<file path="config.mk">
export PLATFORM = sky130hd
export DESIGN_NAME = button_mode_controller_flat
export DESIGN_NICKNAME = d
export VERILOG_FILES = /design/src/rtl/button_mode_controller_if.sv /design/src/rtl/button_mode_controller.sv /design/src/flat_wrapper.sv
export SDC_FILE = /design/constraint.sdc
export NUM_CORES = 1
export LEC_CHECK = 0
export ABC_AREA = 1
export CAP_MARGIN = 25
export CORE_ASPECT_RATIO = 1.4
export CORE_MARGIN = 5
export CORE_UTILIZATION = 45
export CTS_CLUSTER_SIZE = 16
export DETAILED_ROUTE_END_ITERATION = 12
export PLACE_DENSITY = 0.62
export SLEW_MARGIN = 0
export SYNTH_ARGS = -nofsm -noshare
export SYNTH_HDL_FRONTEND = slang
export SYNTH_SLANG_ARGS = --single-unit
</file>
<file path="constraint.sdc">
create_clock -name clk -period 1.79 [get_ports clk]
set_input_delay 0.358 -clock clk [delete_from_list [all_inputs] [get_ports clk]]
set_output_delay 0.358 -clock clk [all_outputs]
set_load 0.01 [all_outputs]
</file>
<file path="src/rtl/button_mode_controller_if.sv">
// Front-panel bundle between the four button press detectors / counters and the mode controller.
// master = panel/detector side, slave = button_mode_controller.
interface button_mode_controller_if;
  logic       press_mode;
  logic       press_alarm;
  logic       press_inc;
  logic       press_dec;
  logic [3:0] det_clr_n;
  logic [2:0] mode;
  logic       target_alarm;
  logic       adj_hr_up;
  logic       adj_hr_dn;
  logic       adj_min_up;
  logic       adj_min_dn;
  logic       blink;

  modport master (
    output press_mode, press_alarm, press_inc, press_dec,
    input  det_clr_n, mode, target_alarm,
    input  adj_hr_up, adj_hr_dn, adj_min_up, adj_min_dn, blink
  );

  modport slave (
    input  press_mode, press_alarm, press_inc, press_dec,
    output det_clr_n, mode, target_alarm,
    output adj_hr_up, adj_hr_dn, adj_min_up, adj_min_dn, blink
  );
endinterface

</file>
<file path="src/rtl/button_mode_controller.sv">
// Alarm-clock front-panel sequencer: press arbitration, set-time/set-alarm mode FSM, adjust strobes, blink.
// Optional `define MODE_TIMEOUT_EN adds an idle counter that returns non-RUN states to RUN.
module button_mode_controller #(
  parameter int unsigned BLINK_CYCLES   = 25_000_000,
  parameter int unsigned TIMEOUT_CYCLES = 250_000_000,
  parameter int unsigned CNT_W          = 28
) (
  input  logic clk,
  input  logic resetn,
  button_mode_controller_if.slave bus
);

  typedef enum logic [2:0] {
    ST_RUN     = 3'd0,
    ST_SET_HR  = 3'd1,
    ST_SET_MIN = 3'd2,
    ST_ALM_HR  = 3'd3,
    ST_ALM_MIN = 3'd4
  } state_t;

  localparam logic [CNT_W-1:0] LP_ONE       = CNT_W'(1);
  localparam logic [CNT_W-1:0] LP_BLINK_MAX = CNT_W'(BLINK_CYCLES - 1);

  if (BLINK_CYCLES < 2 || TIMEOUT_CYCLES < 2 || CNT_W < 1) begin : g_bad_params
    $error("button_mode_controller: BLINK_CYCLES/TIMEOUT_CYCLES must be >= 2");
  end

  state_t           r_state;
  state_t           w_next;
  logic [3:0]       r_det_clr_n;
  logic [3:0]       r_adj;
  logic [3:0]       w_adj;
  logic [CNT_W-1:0] r_blink_cnt;
  logic             r_blink;

  logic w_acc_mode;
  logic w_acc_alarm;
  logic w_acc_inc;
  logic w_acc_dec;
  logic w_acc_any;
  logic w_in_hr;
  logic w_in_min;
  logic w_state_chg;

  // Fixed priority mode > alarm > inc > dec; losers are simply dropped.
  assign w_acc_mode  = bus.press_mode;
  assign w_acc_alarm = bus.press_alarm & ~bus.press_mode;
  assign w_acc_inc   = bus.press_inc & ~bus.press_alarm & ~bus.press_mode;
  assign w_acc_dec   = bus.press_dec & ~bus.press_inc & ~bus.press_alarm & ~bus.press_mode;
  assign w_acc_any   = w_acc_mode | w_acc_alarm | w_acc_inc | w_acc_dec;

  assign w_in_hr     = (r_state == ST_SET_HR)  || (r_state == ST_ALM_HR);
  assign w_in_min    = (r_state == ST_SET_MIN) || (r_state == ST_ALM_MIN);
  assign w_state_chg = (w_next != r_state);

`ifdef MODE_TIMEOUT_EN
  localparam logic [CNT_W-1:0] LP_TIMEOUT_MAX = CNT_W'(TIMEOUT_CYCLES - 1);
  logic [CNT_W-1:0] r_idle_cnt;
  logic             w_timeout;

  assign w_timeout = (r_state != ST_RUN) && !w_acc_any && (r_idle_cnt == LP_TIMEOUT_MAX);

  always_ff @(posedge clk or negedge resetn) begin
    if (!resetn) begin
      r_idle_cnt <= '0;
    end else if (w_state_chg || w_acc_any || (r_state == ST_RUN)) begin
      r_idle_cnt <= '0;
    end else begin
      r_idle_cnt <= r_idle_cnt + LP_ONE;
    end
  end
`endif

  always_ff @(posedge clk or negedge resetn) begin
    if (!resetn) begin
      r_state <= ST_RUN;
    end else begin
      r_state <= w_next;
    end
  end

  always_comb begin
    w_next = r_state;
    w_adj  = 4'b0000;
    case (r_state)
      ST_RUN: begin
        if (w_acc_mode)       w_next = ST_SET_HR;
        else if (w_acc_alarm) w_next = ST_ALM_HR;
      end
      ST_SET_HR: begin
        if (w_acc_mode) w_next = ST_SET_MIN;
      end
      ST_SET_MIN: begin
        if (w_acc_mode) w_next = ST_RUN;
      end
      ST_ALM_HR: begin
        if (w_acc_alarm)     w_next = ST_ALM_MIN;
        else if (w_acc_mode) w_next = ST_RUN;
      end
      ST_ALM_MIN: begin
        if (w_acc_alarm || w_acc_mode) w_next = ST_RUN;
      end
      default: w_next = ST_RUN;
    endcase
`ifdef MODE_TIMEOUT_EN
    if (w_timeout) w_next = ST_RUN;
`endif
    // Strobe order {min_dn, min_up, hr_dn, hr_up}; arbitration guarantees one-hot.
    w_adj[0] = w_in_hr  & w_acc_inc;
    w_adj[1] = w_in_hr  & w_acc_dec;
    w_adj[2] = w_in_min & w_acc_inc;
    w_adj[3] = w_in_min & w_acc_dec;
  end

  always_ff @(posedge clk or negedge resetn) begin
    if (!resetn) begin
      r_det_clr_n <= 4'b0000;
      r_adj       <= 4'b0000;
    end else begin
      r_det_clr_n <= ~{w_acc_dec, w_acc_inc, w_acc_alarm, w_acc_mode};
      r_adj       <= w_adj;
    end
  end

  // Restart from the visible phase on every state change and every adjust press.
  always_ff @(posedge clk or negedge resetn) begin
    if (!resetn) begin
      r_blink_cnt <= '0;
      r_blink     <= 1'b0;
    end else if (w_state_chg || w_acc_inc || w_acc_dec || (r_state == ST_RUN)) begin
      r_blink_cnt <= '0;
      r_blink     <= 1'b0;
    end else if (r_blink_cnt == LP_BLINK_MAX) begin
      r_blink_cnt <= '0;
      r_blink     <= ~r_blink;
    end else begin
      r_blink_cnt <= r_blink_cnt + LP_ONE;
    end
  end

  assign bus.det_clr_n    = r_det_clr_n;
  assign bus.mode         = r_state;
  assign bus.target_alarm = (r_state == ST_ALM_HR) || (r_state == ST_ALM_MIN);
  assign bus.adj_hr_up    = r_adj[0];
  assign bus.adj_hr_dn    = r_adj[1];
  assign bus.adj_min_up   = r_adj[2];
  assign bus.adj_min_dn   = r_adj[3];
  assign bus.blink        = r_blink;

endmodule
</file>
<file path="src/flat_wrapper.sv">
// flat-port wrapper written by rule: the top's interface ports become plain ports
module button_mode_controller_flat 
#(
  parameter int unsigned BLINK_CYCLES   = 25_000_000,
  parameter int unsigned TIMEOUT_CYCLES = 250_000_000,
  parameter int unsigned CNT_W          = 28
)
  (clk, resetn, bus_press_mode, bus_press_alarm, bus_press_inc, bus_press_dec, bus_det_clr_n, bus_mode, bus_target_alarm, bus_adj_hr_up, bus_adj_hr_dn, bus_adj_min_up, bus_adj_min_dn, bus_blink);
  button_mode_controller_if bus_i ();
  input  logic clk;
  input  logic resetn;
  input wire logic [$bits(bus_i.press_mode)-1:0] bus_press_mode;
  input wire logic [$bits(bus_i.press_alarm)-1:0] bus_press_alarm;
  input wire logic [$bits(bus_i.press_inc)-1:0] bus_press_inc;
  input wire logic [$bits(bus_i.press_dec)-1:0] bus_press_dec;
  output wire logic [$bits(bus_i.det_clr_n)-1:0] bus_det_clr_n;
  output wire logic [$bits(bus_i.mode)-1:0] bus_mode;
  output wire logic [$bits(bus_i.target_alarm)-1:0] bus_target_alarm;
  output wire logic [$bits(bus_i.adj_hr_up)-1:0] bus_adj_hr_up;
  output wire logic [$bits(bus_i.adj_hr_dn)-1:0] bus_adj_hr_dn;
  output wire logic [$bits(bus_i.adj_min_up)-1:0] bus_adj_min_up;
  output wire logic [$bits(bus_i.adj_min_dn)-1:0] bus_adj_min_dn;
  output wire logic [$bits(bus_i.blink)-1:0] bus_blink;
  assign bus_i.press_mode = bus_press_mode;
  assign bus_i.press_alarm = bus_press_alarm;
  assign bus_i.press_inc = bus_press_inc;
  assign bus_i.press_dec = bus_press_dec;
  assign bus_det_clr_n = bus_i.det_clr_n;
  assign bus_mode = bus_i.mode;
  assign bus_target_alarm = bus_i.target_alarm;
  assign bus_adj_hr_up = bus_i.adj_hr_up;
  assign bus_adj_hr_dn = bus_i.adj_hr_dn;
  assign bus_adj_min_up = bus_i.adj_min_up;
  assign bus_adj_min_dn = bus_i.adj_min_dn;
  assign bus_blink = bus_i.blink;
  button_mode_controller #(.BLINK_CYCLES(BLINK_CYCLES), .TIMEOUT_CYCLES(TIMEOUT_CYCLES), .CNT_W(CNT_W)) u_core (.clk(clk), .resetn(resetn), .bus(bus_i));
endmodule
</file>
==> metrics.md <==
| Metric | Value |
|---|---|
| Status | `finished clean` |
| Mapped cell area | `2360 um2` |
| Fin cells | `452` |
| WHS | `0.100 ns` |
| R2r setup slk | `0.15 ns` |
| Leading post-synthesis cells by cell area | `dfrtp_1 (42%), nand2_1 (16%), nor2_1 (13%), nand3_1 (7.4%), inv_1 (6.1%)` |
| Critical R2R Capture | `u_core.r_blink_cnt[14]$_DFF_PN0_` |
| Drt pass-1 iters | `5` |
| CP Max Fanout | `3` |
| Die area | `6810 um2` |
| Number of hold violations in the final report | `0` |
| Antenna Cells | `0` |
| Total GRT Usage | `0.197` |
| Reg2reg path depth | `10` |
| Crit Reg-Reg Startpoint | `u_core.bus.mode[1]$_DFF_PN0_` |
| EDFF count, synth | `0` |
| Buffers on Ports | `18` |
| LEAKAGE | `1.26 nW` |
| Worst setup path startpoint | `u_core.bus.mode[0]$_DFF_PN0_` |
| Number of global-route vias before repair | `2,323` |
| Share of cells above drive strength 1 | `0.124` |
| Die Ht | `95.6 um` |
| RSZ-0062 raised after global routing | `false` |
| Register area share after synthesis | `0.425` |
| Final HPWL DP | `4730 um` |
| Skew final | `0.00662 ns` |
| Yosys top cell area share | `0.425` |
| Worst path max stage delay | `0.53 ns` |
| Synth Register Bits | `40` |
| Initial Util | `0.460` |
| H-tree depth | `2` |
| Root Driver | `clkbuf_8` |
| Slew @ Worst Pin | `0.507 ns` |
| Core Area | `5120 um2` |
| CTS tree | `done` |
| Drt total wl | `6220 um` |
| Post-place setup slack | `-0.168 ns` |
| Fin crit share | `0.957` |
| Worst path cell trace | `buf_4 -> clkdlybuf4s50_1` |
| CTS Buffer Depth | `2` |
| Insertion delay to the later sink of the worst-skew pair | `0.30 ns` |
| Count leader, synth | `nand2_1` |
| CP Class | `flop to output port` |
| Fmax | `0.583 GHz` |
| TritonCTS Buffers | `5` |
| Crit path to | `bus_mode[0]` |
| Initial antenna violation count | `0` |
| Tmin final | `1.71 ns` |
| GRT overflow | `0` |
| Crit-path slowest cell | `clkdlybuf4s50_1` |
| YS warnings | `0` |
| Clock sinks | `40` |
| Clock transition at path regs | `0.09 ns` |
| Power per cell area | `911 nW/um2` |
| Largest net degree at the start of global routing | `41` |
| Hold WC Path Type | `input pin to asynchronous set/reset pin` |
| Largest area contributor in the netlist | `dfrtp_1` |
| GP Congestion | `0.979` |
| Remaining antenna violation count | `0` |
| Crit path DAT | `1.36 ns` |
| Starting DRT DRC Count | `137` |
| Vias per inst | `5.03` |
| FP Rows | `31` |
| Syn Area/Cell | `6.85 um2` |
| DR WL/cell | `13.8 um` |
| Final setup viols | `0` |
| DR vias | `2,275` |
| Startpoint Class | `flop` |
| Max-Cap Viols | `0` |
| Post-synth ARST share | `1.00` |
| Die width | `71.2 um` |
| Syn Nets | `351` |
| Nets@finish | `392` |
| Max_slew headroom | `0.662` |
| Drt drc | `0` |
| Placed cells | `442` |
| Post-synthesis instance total | `344` |
| Count of pins over their slew limit | `0` |
| CP required | `1.43 ns` |
| Worst IR Drop VDD | `0.000578 V` |
| CP Capture Type | `output port` |
| Top cells by count, synth | `nand2_1 (99), nor2_1 (80), dfrtp_1 (40)` |
| Io pins | `19` |
| Area growth, synth to finish | `20.9%` |
| First-pass GRT wire length | `10,500 um` |
| Min setup slack post-route | `0.0761 ns` |
| Most used DFF post-synth | `dfrtp_1` |
| Synth cell types | `24` |
| Total chip power | `2.60 mW` |
==> worst max-delay path, delay by kind of cell, from the launching register on <==
family | cells | cell delay, ns
DFF | 1 | 0.39
buffers and inverters | 2 | 0.66
==> per-layer routing <==
| metal | GRT usage | wire [um] | up-vias |
|---|---|---|---|
| met2 | 0.375 | 3240 | 61 |
| met4 | 0.118 | 365 | 0 |
| met3 | 0.0327 | 215 | 26 |
| met5 | 0 | 0 | - |
| li1 | - | - | 1152 |
| met1 | 0.198 | 2400 | 1036 |
==> placed cells by master (no fill, tap or decap) <==
cell type	instances
inv_2	1
dlygate4sd2_1	1
nor3_1	2
nor2_1	80
clkbuf_8	5
xnor2_1	3
dfrtp_1	39
nand4_2	1
dfrtp_2	1
nand4_1	6
nand2_2	3
buf_4	19
nand3_2	2
a21o_1	1
nand2_4	2
o22ai_1	1
nand3_1	35
clkinvlp_4	1
ha_1	1
bufinv_16	1
nand2_1	99
buf_2	1
xor2_1	4
inv_1	38
a31oi_1	1
o21bai_1	2
nor2_2	10
o21ai_0	8
inv_6	1
nand3b_1	1
clkdlybuf4s50_1	16
==> kinds of logic after synthesis <==
logic type                 count (synthesis)  synth area share
AOI/OAI and AO/OA                         13            0.0319
xor gates and xnor gates                   7            0.0260
adders and majority gates                  1           0.00531
buffers and inverters                     42            0.0738
DFF                                       40             0.425
and+or+nand+nor                          241             0.438
==> repair_timing <==
action / 4_1_cts / 5_1_grt
endpoints found under the setup margin: 1 / 3
buffers inserted: 1 / 1
gates resized for setup: 2 / 1
endpoints found under the hold margin: 0 / 0
hold buffers: 0 / 0
==> report_power, final <==
group / switching, mW / total, mW / internal [mW]
sequential: 0.0342 / 0.987 / 0.952
combinational: 0.520 / 0.839 / 0.319
clock: 0.352 / 0.772 / 0.420
total: 0.906 / 2.60 / 1.69
==> final cells by class <==
class / count / area [um2]
fill: 561 / 2270
clock inverter: 3 / 46.3
sequential: 40 / 1000
clock buffer: 5 / 68.8
timing repair buffer: 37 / 317
tap: 66 / 82.6
inverter: 39 / 146
multi-input combinational: 262 / 1190
==> flip-flops by register name, summed over array words and instances (netlist names) <==
signal and cells:
u_core.bus.mode 3, u_core.bus.blink 1, u_core.r_blink_cnt 28, u_core.r_adj 4, u_core.bus.det_clr_n 4
==> metrics by stage <==
step           utilization  TNS, ns  area (um2)
3_3_place_gp         0.530    -2.73        2720
6_report             0.557        0        2850
4_1_cts              0.554        0        2840
3_5_place_dp         0.530    -4.02        2720
5_1_grt              0.557        0        2850
2_1_floorplan            -        0        2360
==> worst min-delay path by stage <==
| stage | to | cells past startpoint | slack [ns] |
|---|---|---|---|
| 6_report | u_core.r_blink_cnt[5]$_DFF_PN0_ | 2 | 0.10 |
| 5_1_grt | u_core.r_blink_cnt[5]$_DFF_PN0_ | 2 | 0.15 |
| 4_1_cts | u_core.r_blink_cnt[4]$_DFF_PN0_ | 2 | 0.13 |
| 3_5_place_dp | u_core.r_blink_cnt[5]$_DFF_PN0_ | 2 | 0.46 |
| 3_3_place_gp | u_core.r_blink_cnt[4]$_DFF_PN0_ | 2 | 0.45 |
| 2_1_floorplan | u_core.bus.blink$_DFFE_PN0P_ | 0 | 0.06 |
Note: power is estimated with default switching activity, not from simulation.
